**config.mk**
```make
export PLATFORM = sky130hd
export DESIGN_NAME = io_interrupt_handler_flat
export DESIGN_NICKNAME = d
export VERILOG_FILES = /design/src/rtl/mir_io_pkg.sv /design/src/rtl/io_interrupt_handler_if.sv /design/src/rtl/io_sat_counter.sv /design/src/rtl/io_interrupt_handler.sv /design/src/flat_wrapper.sv
export SDC_FILE = /design/constraint.sdc
export NUM_CORES = 1
export LEC_CHECK = 0
export ABC_AREA = 1
export BUFFER_PORTS_ARGS = -buffer_cell sky130_fd_sc_hd__buf_2
export CAP_MARGIN = 20
export CORE_UTILIZATION = 45
export DETAILED_ROUTE_END_ITERATION = 10
export GPL_TIMING_DRIVEN = 0
export PLACE_DENSITY = 0.8
export SETUP_SLACK_MARGIN = 0.15
export SYNTH_ARGS = -nofsm -noshare
export SYNTH_HDL_FRONTEND = slang
export SYNTH_HIERARCHICAL = 1
export SYNTH_SLANG_ARGS = --single-unit
```
**constraint.sdc**
```tcl
create_clock -name clock -period 2.7 [get_ports clock]
set_clock_uncertainty 0.1 [all_clocks]
set_input_delay 0.81 -clock clock [delete_from_list [all_inputs] [get_ports clock]]
set_output_delay 0.81 -clock clock [all_outputs]
set_load 0.05 [all_outputs]
```
**src/rtl/mir_io_pkg.sv**
```systemverilog
// ============================================================================
// Module      : mir_io_pkg
// Description : Shared types and constants for the I/O interrupt handler.
// Revision    : 1.0 - initial release
// ============================================================================
`default_nettype none

package mir_io_pkg;

  localparam int IO_DATA_WIDTH = 32;

  localparam int INT_INPUT  = 1;
  localparam int INT_OUTPUT = 2;
  localparam int INT_END    = 3;

  typedef enum logic [2:0] {
    ST_IDLE     = 3'd0,
    ST_IN_WAIT  = 3'd1,
    ST_OUT_WAIT = 3'd2,
    ST_RELEASE  = 3'd3,
    ST_SETTLE   = 3'd4,
    ST_HALT     = 3'd5
  } io_state_t;

endpackage : mir_io_pkg

`default_nettype wire

```
**src/rtl/io_interrupt_handler_if.sv**
```systemverilog
// ============================================================================
// Module      : io_interrupt_handler_if
// Description : Interrupt, device handshake and writeback bundle of the
//               I/O interrupt handler. Counter signals exist only when
//               IO_STATS_EN is defined.
// Revision    : 1.0 - initial release
// ============================================================================
`default_nettype none

interface io_interrupt_handler_if
  import mir_io_pkg::*;
#(
  parameter int DATA_WIDTH = IO_DATA_WIDTH,
  parameter int STAT_WIDTH = 16
);

  logic                  intrpt;
  logic [DATA_WIDTH-1:0] intrpt_val;
  logic [DATA_WIDTH-1:0] reg_data;
  logic                  in_valid;
  logic [DATA_WIDTH-1:0] in_data;
  logic                  in_ready;
  logic                  out_valid;
  logic [DATA_WIDTH-1:0] out_data;
  logic                  out_ready;
  logic                  wb_en;
  logic [DATA_WIDTH-1:0] wb_data;
  logic                  stall;
  logic                  halted;
`ifdef IO_STATS_EN
  logic [STAT_WIDTH-1:0] in_count;
  logic [STAT_WIDTH-1:0] out_count;
`endif

  if (STAT_WIDTH < 1 || DATA_WIDTH < 2) begin : g_param_check
    $error("io_interrupt_handler_if: illegal width parameters");
  end

  // Pipeline, devices and register file side
  modport master (
    output intrpt,
    output intrpt_val,
    output reg_data,
    output in_valid,
    output in_data,
    output out_ready,
    input  in_ready,
    input  out_valid,
    input  out_data,
    input  wb_en,
    input  wb_data,
    input  stall,
`ifdef IO_STATS_EN
    input  in_count,
    input  out_count,
`endif
    input  halted
  );

  // Handler side
  modport slave (
    input  intrpt,
    input  intrpt_val,
    input  reg_data,
    input  in_valid,
    input  in_data,
    input  out_ready,
    output in_ready,
    output out_valid,
    output out_data,
    output wb_en,
    output wb_data,
    output stall,
`ifdef IO_STATS_EN
    output in_count,
    output out_count,
`endif
    output halted
  );

endinterface : io_interrupt_handler_if

`default_nettype wire

```
**src/rtl/io_sat_counter.sv**
```systemverilog
// ============================================================================
// Module      : io_sat_counter
// Description : Event counter that sticks at all-ones instead of wrapping.
// Revision    : 1.0 - initial release
// ============================================================================
`default_nettype none

module io_sat_counter #(
  parameter int WIDTH = 16
) (
  input  logic             clock,
  input  logic             reset_n,
  input  logic             inc_i,
  output logic [WIDTH-1:0] count_o
);

  logic [WIDTH-1:0] count_q;
  logic [WIDTH-1:0] count_d;

  always_comb begin
    count_d = count_q;
    if (inc_i && (count_q != '1)) begin
      count_d = count_q + WIDTH'(1);
    end
  end

  always_ff @(posedge clock or negedge reset_n) begin
    if (!reset_n) begin
      count_q <= '0;
    end else begin
      count_q <= count_d;
    end
  end

  assign count_o = count_q;

endmodule : io_sat_counter

`default_nettype wire

```
**src/rtl/io_interrupt_handler.sv**
```systemverilog
// ============================================================================
// Module      : io_interrupt_handler
// Description : Services input/output/program-end interrupt codes: stalls
//               the pipeline, runs the device handshakes, writes captured
//               input back and latches the halted state. Defining
//               IO_STATS_EN adds saturating in/out event counters.
// Revision    : 1.0 - initial release
// ============================================================================
`default_nettype none

module io_interrupt_handler
  import mir_io_pkg::*;
#(
  parameter int DATA_WIDTH = IO_DATA_WIDTH,
  parameter int STAT_WIDTH = 16
) (
  input  logic                  clock,
  input  logic                  reset_n,
  io_interrupt_handler_if.slave bus
);

  if (STAT_WIDTH < 1 || DATA_WIDTH < 2) begin : g_param_check
    $error("io_interrupt_handler: illegal width parameters");
  end

  io_state_t             state_q;
  logic                  in_ready_q;
  logic                  out_valid_q;
  logic                  wb_en_q;
  logic                  halted_q;
  logic [DATA_WIDTH-1:0] out_data_q;
  logic [DATA_WIDTH-1:0] wb_data_q;

  logic is_input;
  logic is_output;
  logic is_end;
  logic code_valid;
  logic in_fire;
  logic out_fire;
  logic stall_c;

  assign is_input   = bus.intrpt && (bus.intrpt_val == DATA_WIDTH'(INT_INPUT));
  assign is_output  = bus.intrpt && (bus.intrpt_val == DATA_WIDTH'(INT_OUTPUT));
  assign is_end     = bus.intrpt && (bus.intrpt_val == DATA_WIDTH'(INT_END));
  assign code_valid = is_input || is_output || is_end;

  // in_ready_q / out_valid_q are only ever set in their own wait states
  assign in_fire  = bus.in_valid && in_ready_q;
  assign out_fire = out_valid_q && bus.out_ready;

  always_ff @(posedge clock or negedge reset_n) begin
    if (!reset_n) begin
      state_q     <= ST_IDLE;
      in_ready_q  <= 1'b0;
      out_valid_q <= 1'b0;
      wb_en_q     <= 1'b0;
      halted_q    <= 1'b0;
      out_data_q  <= '0;
      wb_data_q   <= '0;
    end else begin
      wb_en_q <= 1'b0;
      case (state_q)
        ST_IDLE: begin
          if (is_input) begin
            state_q    <= ST_IN_WAIT;
            in_ready_q <= 1'b1;
          end else if (is_output) begin
            state_q     <= ST_OUT_WAIT;
            out_valid_q <= 1'b1;
            out_data_q  <= bus.reg_data;
          end else if (is_end) begin
            state_q  <= ST_HALT;
            halted_q <= 1'b1;
          end
        end
        ST_IN_WAIT: begin
          if (in_fire) begin
            state_q    <= ST_RELEASE;
            in_ready_q <= 1'b0;
            wb_data_q  <= bus.in_data;
            wb_en_q    <= 1'b1;
          end
        end
        ST_OUT_WAIT: begin
          if (out_fire) begin
            state_q     <= ST_RELEASE;
            out_valid_q <= 1'b0;
          end
        end
        ST_RELEASE: begin
          state_q <= ST_SETTLE;
        end
        // The interruption stage still shows the serviced opcode here
        ST_SETTLE: begin
          state_q <= ST_IDLE;
        end
        ST_HALT: begin
          state_q  <= ST_HALT;
          halted_q <= 1'b1;
        end
        default: begin
          state_q     <= ST_IDLE;
          in_ready_q  <= 1'b0;
          out_valid_q <= 1'b0;
          halted_q    <= 1'b0;
        end
      endcase
    end
  end

  always_comb begin
    stall_c = 1'b0;
    case (state_q)
      ST_IN_WAIT, ST_OUT_WAIT, ST_HALT: stall_c = 1'b1;
      ST_IDLE:                          stall_c = code_valid;
      default:                          stall_c = 1'b0;
    endcase
  end

  assign bus.stall     = stall_c;
  assign bus.halted    = halted_q;
  assign bus.in_ready  = in_ready_q;
  assign bus.out_valid = out_valid_q;
  assign bus.out_data  = out_data_q;
  assign bus.wb_en     = wb_en_q;
  assign bus.wb_data   = wb_data_q;

`ifdef IO_STATS_EN
  io_sat_counter #(
    .WIDTH (STAT_WIDTH)
  ) u_in_count (
    .clock   (clock),
    .reset_n (reset_n),
    .inc_i   (in_fire),
    .count_o (bus.in_count)
  );

  io_sat_counter #(
    .WIDTH (STAT_WIDTH)
  ) u_out_count (
    .clock   (clock),
    .reset_n (reset_n),
    .inc_i   (out_fire),
    .count_o (bus.out_count)
  );
`endif

endmodule : io_interrupt_handler

`default_nettype wire

```
**src/flat_wrapper.sv**
```systemverilog
// flat-port wrapper written by rule: the top's interface ports become plain ports
module io_interrupt_handler_flat import mir_io_pkg::*;
#(
  parameter int DATA_WIDTH = IO_DATA_WIDTH,
  parameter int STAT_WIDTH = 16
)
  (clock, reset_n, bus_intrpt, bus_intrpt_val, bus_reg_data, bus_in_valid, bus_in_data, bus_out_ready, bus_in_ready, bus_out_valid, bus_out_data, bus_wb_en, bus_wb_data, bus_stall, bus_halted);
  io_interrupt_handler_if #(.DATA_WIDTH(DATA_WIDTH), .STAT_WIDTH(STAT_WIDTH)) bus_i ();
  input  logic clock;
  input  logic reset_n;
  input wire logic [$bits(bus_i.intrpt)-1:0] bus_intrpt;
  input wire logic [$bits(bus_i.intrpt_val)-1:0] bus_intrpt_val;
  input wire logic [$bits(bus_i.reg_data)-1:0] bus_reg_data;
  input wire logic [$bits(bus_i.in_valid)-1:0] bus_in_valid;
  input wire logic [$bits(bus_i.in_data)-1:0] bus_in_data;
  input wire logic [$bits(bus_i.out_ready)-1:0] bus_out_ready;
  output wire logic [$bits(bus_i.in_ready)-1:0] bus_in_ready;
  output wire logic [$bits(bus_i.out_valid)-1:0] bus_out_valid;
  output wire logic [$bits(bus_i.out_data)-1:0] bus_out_data;
  output wire logic [$bits(bus_i.wb_en)-1:0] bus_wb_en;
  output wire logic [$bits(bus_i.wb_data)-1:0] bus_wb_data;
  output wire logic [$bits(bus_i.stall)-1:0] bus_stall;
  output wire logic [$bits(bus_i.halted)-1:0] bus_halted;
  assign bus_i.intrpt = bus_intrpt;
  assign bus_i.intrpt_val = bus_intrpt_val;
  assign bus_i.reg_data = bus_reg_data;
  assign bus_i.in_valid = bus_in_valid;
  assign bus_i.in_data = bus_in_data;
  assign bus_i.out_ready = bus_out_ready;
  assign bus_in_ready = bus_i.in_ready;
  assign bus_out_valid = bus_i.out_valid;
  assign bus_out_data = bus_i.out_data;
  assign bus_wb_en = bus_i.wb_en;
  assign bus_wb_data = bus_i.wb_data;
  assign bus_stall = bus_i.stall;
  assign bus_halted = bus_i.halted;
  io_interrupt_handler #(.DATA_WIDTH(DATA_WIDTH), .STAT_WIDTH(STAT_WIDTH)) u_core (.clock(clock), .reset_n(reset_n), .bus(bus_i));
endmodule
```
## After elaboration in Yosys (flattened, before gate mapping)

Index checks and enable logic that the tools add are counted.

| operators by class | value |
|---|---|
| eq/ne operators | 16 |
| order comparisons | 0 |
| bitwise logic cells | 4 |
| $mul | 0 |
| mux-type cells | 20 |
| shift operators | 0 |
| divide/modulo/power cells | 0 |
| reductions and logical operators | 18 |
| $add $sub $neg | 0 |

Operators with widths:

| operator | count |
|---|---|
| == test 32 x 2 -> 1 bit, second input constant | 2 |
| == test 32 x 1 -> 1 bit, second input constant | 1 |
| 2-to-1 mux 3 bit | 5 |
| case mux 3 bit (5 select lines) | 1 |
| OR reduction 4 bit | 3 |
| 2-to-1 mux 1 bit | 10 |
| != test 2 x 1 -> 1 bit, second input constant | 5 |
| case mux 1 bit (3 select lines) | 3 |
| AND reduction 3 bit | 3 |
| AND reduction 4 bit | 2 |
| == test 3 x 2 -> 1 bit, second input constant | 2 |
| == test 3 bit, second input constant | 2 |
| logical AND 1 bit | 5 |
| != test 2 bit, second input constant | 2 |
| != test 4 x 1 -> 1 bit, second input constant | 1 |
| NOT 1 bit | 4 |
| == test 3 x 1 -> 1 bit, second input constant | 1 |
| zero test 3 bit | 1 |
| OR reduction 3 bit | 1 |
| logical OR 1 bit | 2 |
| case mux 1 bit (2 select lines) | 1 |
| AND reduction 2 bit | 1 |

| storage, ports and cells | value |
|---|---|
| output and inout bits | 69 |
| bits in registers | 71 |
| memories | 0 |
| bits of input ports | 101 |
| ROM bits | 0 |
| word-level logic and storage cells | 65 |
| latch bits | 0 |
| memory bits (writable) | 0 |

## Longest topological paths before layout

| logic depth | value |
|---|---|
| depth in word-level cells | 6 |
| gate-level depth with buffers | 10 |
| mapped depth without buffers | 10 |

## Worst setup path after synthesis

No wires, ideal clock.

| timing | value |
|---|---|
| path type | input-to-output |
| from | input port bus_intrpt_val[16] |
| to | output port bus_stall |
| data required time | 1.790 ns |
| path slack | -0.097 ns |
| stages | 9 |
| arrival | 1.887 ns |
| path buffers | 0 |
| cells stage by stage | nor2_1 > nand2_1 > nor2_2 > nand2_2 > nor2_1 > inv_1 > nand2_1 > o21ai_0 > nand2_1 |

| between the ends | value |
|---|---|
| longest elaborated chain between the ends | 5 |
| elaborated cells between the ends (all ways) | 9 |
| classes of those cells | eq/ne: 3; mux: 1; reduce/logical: 5 |

Ends and longest elaborated chain:

| item | RTL line | text |
|---|---|---|
| start: declaration | flat_wrapper.sv:12 | `input wire logic [$bits(bus_i.intrpt_val)-1:0] bus_intrpt_val;` |
| == test 32 x 1 -> 1 bit / == test 32 x 2 -> 1 bit (equally long branches) | io_interrupt_handler.sv:42, io_interrupt_handler.sv:43 |  |
| logical AND 1 bit (on tied branches) | io_interrupt_handler.sv:42, io_interrupt_handler.sv:43 |  |
| logical OR 1 bit | io_interrupt_handler.sv:45 | `assign code_valid = is_input \|\| is_output \|\| is_end;` |
| logical OR 1 bit * | io_interrupt_handler.sv:45 |  |
| case mux 1 bit (2 select lines) * | io_interrupt_handler.sv:113 | `case (state_q)` |
| end: declaration | flat_wrapper.sv:22 | `output wire logic [$bits(bus_i.stall)-1:0] bus_stall;` |

Mark *: on every way between the ends. The rest lies on a longest branch, timed or not.

## Final worst setup path

| timing | value |
|---|---|
| from | input port bus_intrpt_val[14] |
| to | output port bus_stall |

The elaborated chain is that of the path after synthesis.

==> results.tsv <==
stage	metric	value	unit
run_status	status	finished, violations left	
run_status	violations	setup timing	
floorplanning	die_h	86.0	um
placed_design	numPortBuffers	169	
placed_design	place_inst	656	
setup_path	critical_path.cell_chain	buf_6 > nor2_4 > nand2_2 > nor2_4 > nand3_2 > nor2_4 > inv_2 > nand2_2 > o21ai_2 > nand2_2 > buf_8	
detailed_routing	vias_per_cell	4.60	
grt	antenna_found_initial	0	
cts	worstSkewPairLatency	0.33	ns
setup_path	cp_slowest_stage_delay	0.18	ns
power_and_ir_drop	vdd_drop_max	307	uV
setup_path	critPathTopFamily	simple AND/OR/NAND/NOR gates	
grt	grt_pass1_wl	13.5	mm
cts	cts-root-buf	clkbuf_8	
synthesis	ys_ff_latch	71	
setup_path	end_kind	primary output	
hold_path	min_from	u_core/bus.out_data[5]	
synthesis	synth_top_area_share	55.9	%
timing	min_period	2.74	ns
finish	layout-drive-gt1-share	40.9	%
cts	hold_buffers	0	
synthesis	synth_edf_count	0	
setup_path	rr_startpoint	u_core/state_q[1]	
detailed_routing	route.detailed.drc	0	
cts	clk_path_buf_depth	2	
finish	layout_common_cells	188 x nand2_1, 171 x buf_2, 71 x dfrtp_1, 40 x nand3_1, 19 x nor2_1	
timing	fmax	365	MHz
synthesis	synth_fp_nets	493	
synthesis	synth_top_cell_by_area	dfrtp_1	
timing	drv_slew	0	
setup_path	cpMaxStageDelayCell	nor2_4	
setup_path	timing.rr.end	u_core/bus.wb_data[3]	
detailed_routing	ant_nets	0	
grt	grt_pass1_vias	2967	
cts	clock-sinks	71	
timing	maxSlewHeadroom	42.0	%
cts	cts_buffers	9	
timing	tightestPinTransition	0.869	ns
setup_path	critPathLaunchType	primary input	
synthesis	syn_avg_cell_area	8.12	sq um
detailed_routing	wl_per_cell	12.2	um
setup_path	path_class	primary input to primary output	
setup_path	reg2reg_depth	9	
setup_path	cp_max_fo	4	
floorplanning	num_rows	30	
setup_path	crit_buf_inv	3	
finish	stdcell_count	675	
detailed_routing	drt_pass1_iterations	4	
timing	layout_setup_ws	-0.0420	ns
placed_design	dp_hpwl	5.90	mm
power_and_ir_drop	p_total	0.00211	W
synthesis	ys_seq_area_share	55.9	%
setup_path	cp.arrival	1.83	ns
placed_design	dpl_cell_area	4190	sq um
synthesis	synth_warnings	6	
timing	hold_viol_final	0	
setup_path	cp_num_cells	11	
floorplanning	num_io_pins	170	
synthesis	synth_area_leaders	dfrtp_1 56%, nand2_1 23%, nand3_1 6.5%	
power_and_ir_drop	powerDensity	467	nW/um^2
synthesis	synth_cells	391	
grt	gr-total-overflow	0	
placed_design	gp_congestion	0.896	
floorplanning	start_util	46.8	%
flow_run	max-cap-violations	0	
finish	n_antenna_cell	0	
floorplanning	coreArea	6790	sq um
cts	cts_tree	done	
synthesis	ys.flop_type	dfrtp_1	
detailed_routing	wl	8.23	mm
timing	finalCritPeriodShare	102	%
setup_path	required	1.79	ns
setup_path	worstSetupStartpoint	bus_intrpt_val[14]	
finish	final_common_cell	nand2_1	
synthesis	syn-cell-area	3180	sq um
timing	setup_viol	1	
detailed_routing	drt_iter0_drc	147	
finish	final_cell_area	4520	sq um
grt	grt_usage	23.2	%
finish	syn_to_final_growth	42.3	%
setup_path	r2r_slack	0.95	ns
synthesis	async_flop_share	100	%
cts	cts_max_level	3	
detailed_routing	num_vias	3107	
finish	fin_nets	676	
timing	rsz0062_at_grt	true	
grt	grt_max_degree	72	
floorplanning	die-area	7400	sq um
setup_path	endpoint	bus_stall	
hold_path	hold_class	flip-flop to flip-flop	
synthesis	yosysUniqueCellTypes	22	
cts	path_clk_slew	0.07	ns
power_and_ir_drop	static-leakage-power	2.83	nW
floorplanning	die_w	86.0	um
## registers in the layout, indices dropped and copies added, names as in the netlist
register	count
u_core/bus.out_data	32
u_core/bus.wb_data	32
u_core/state_q	3
u_core/bus.halted	1
u_core/bus.in_ready	1
u_core/bus.out_valid	1
u_core/bus.wb_en	1
## what timing repair did
action,4_1_cts,5_1_grt
pin swaps,11,0
resized for setup,15,8
endpoints found under the setup margin,1,1
buffers inserted,3,0
## final cells by class
cell class              instances  area [sq um]
fillers                       577          2270
flip-flops and latches         71          1780
multi-input cells             287          1320
clock inverters                 6          92.6
plain buffers                  16           109
repair buffers                172           912
inverters                      17          63.8
clock buffers                  10           128
well taps                      96           120
## Yosys cell counts, types with 2 or more instances
| library cell | count |
|---|---|
| nor3_1 | 2 |
| nor2_2 | 4 |
| nand3_1 | 41 |
| nand2_1 | 193 |
| dfrtp_1 | 71 |
| buf_6 | 3 |
| nor2_1 | 31 |
| nor2_4 | 3 |
| buf_2 | 9 |
| buf_4 | 4 |
| inv_1 | 14 |
| o21ai_0 | 4 |
| inv_2 | 3 |
## cells by family after synthesis
kind of cell / after synthesis / share of synthesized area [%]
buffers and inverters: 33 / 5.44
and+or+nand+nor: 279 / 37.0
adders and majority gates: 1 / 0.394
DFF: 71 / 55.9
AOI/OAI and AO/OA: 7 / 1.22
## worst min path at each step
stage,end,slack (ns),depth (start not counted)
finish,u_core/bus.out_data[5],0.37,2
global route,u_core/bus.out_data[9],0.39,2
CTS,u_core/bus.out_data[28],0.37,2
detailed placement,u_core/bus.out_data[28],0.35,2
global placement,u_core/bus.out_data[20],0.35,2
floorplan,u_core/bus.halted,0.41,0
## routing by layer
metal  track usage [%]  part of all wire (%)
met2              38.8                    50
met4              9.09                   1.7
met3              5.87                   5.4
met1              28.8                    43
met5                 0                     0
## through the flow
step	setup slack, ns	TNS, ns	hold WS (ns)	util [%]
floorplan	0.0709	0	0.414	-
global placement	-0.243	-0.243	0.349	61.6
detailed placement	-0.273	-0.273	0.353	61.6
CTS	-0.0425	-0.0425	0.372	66.0
global route	-0.147	-0.147	0.386	66.5
finish	-0.0420	-0.0420	0.369	66.5
## report_power, final
group	switching, W	internal (W)	total (W)
sequential	0.0000000000190	0.00106	0.00106
clock	0.000404	0.000525	0.000930
combinational	0.0000545	0.0000627	0.000117
total	0.000459	0.00165	0.00211
## worst register-to-register path: cells and delay by family, from the launching register on
kind          cells  cell delay [ns]
buf+inv           4             0.46
flops             1             0.45
simple gates      5             0.63
Note: power is estimated with default switching activity, not from simulation.
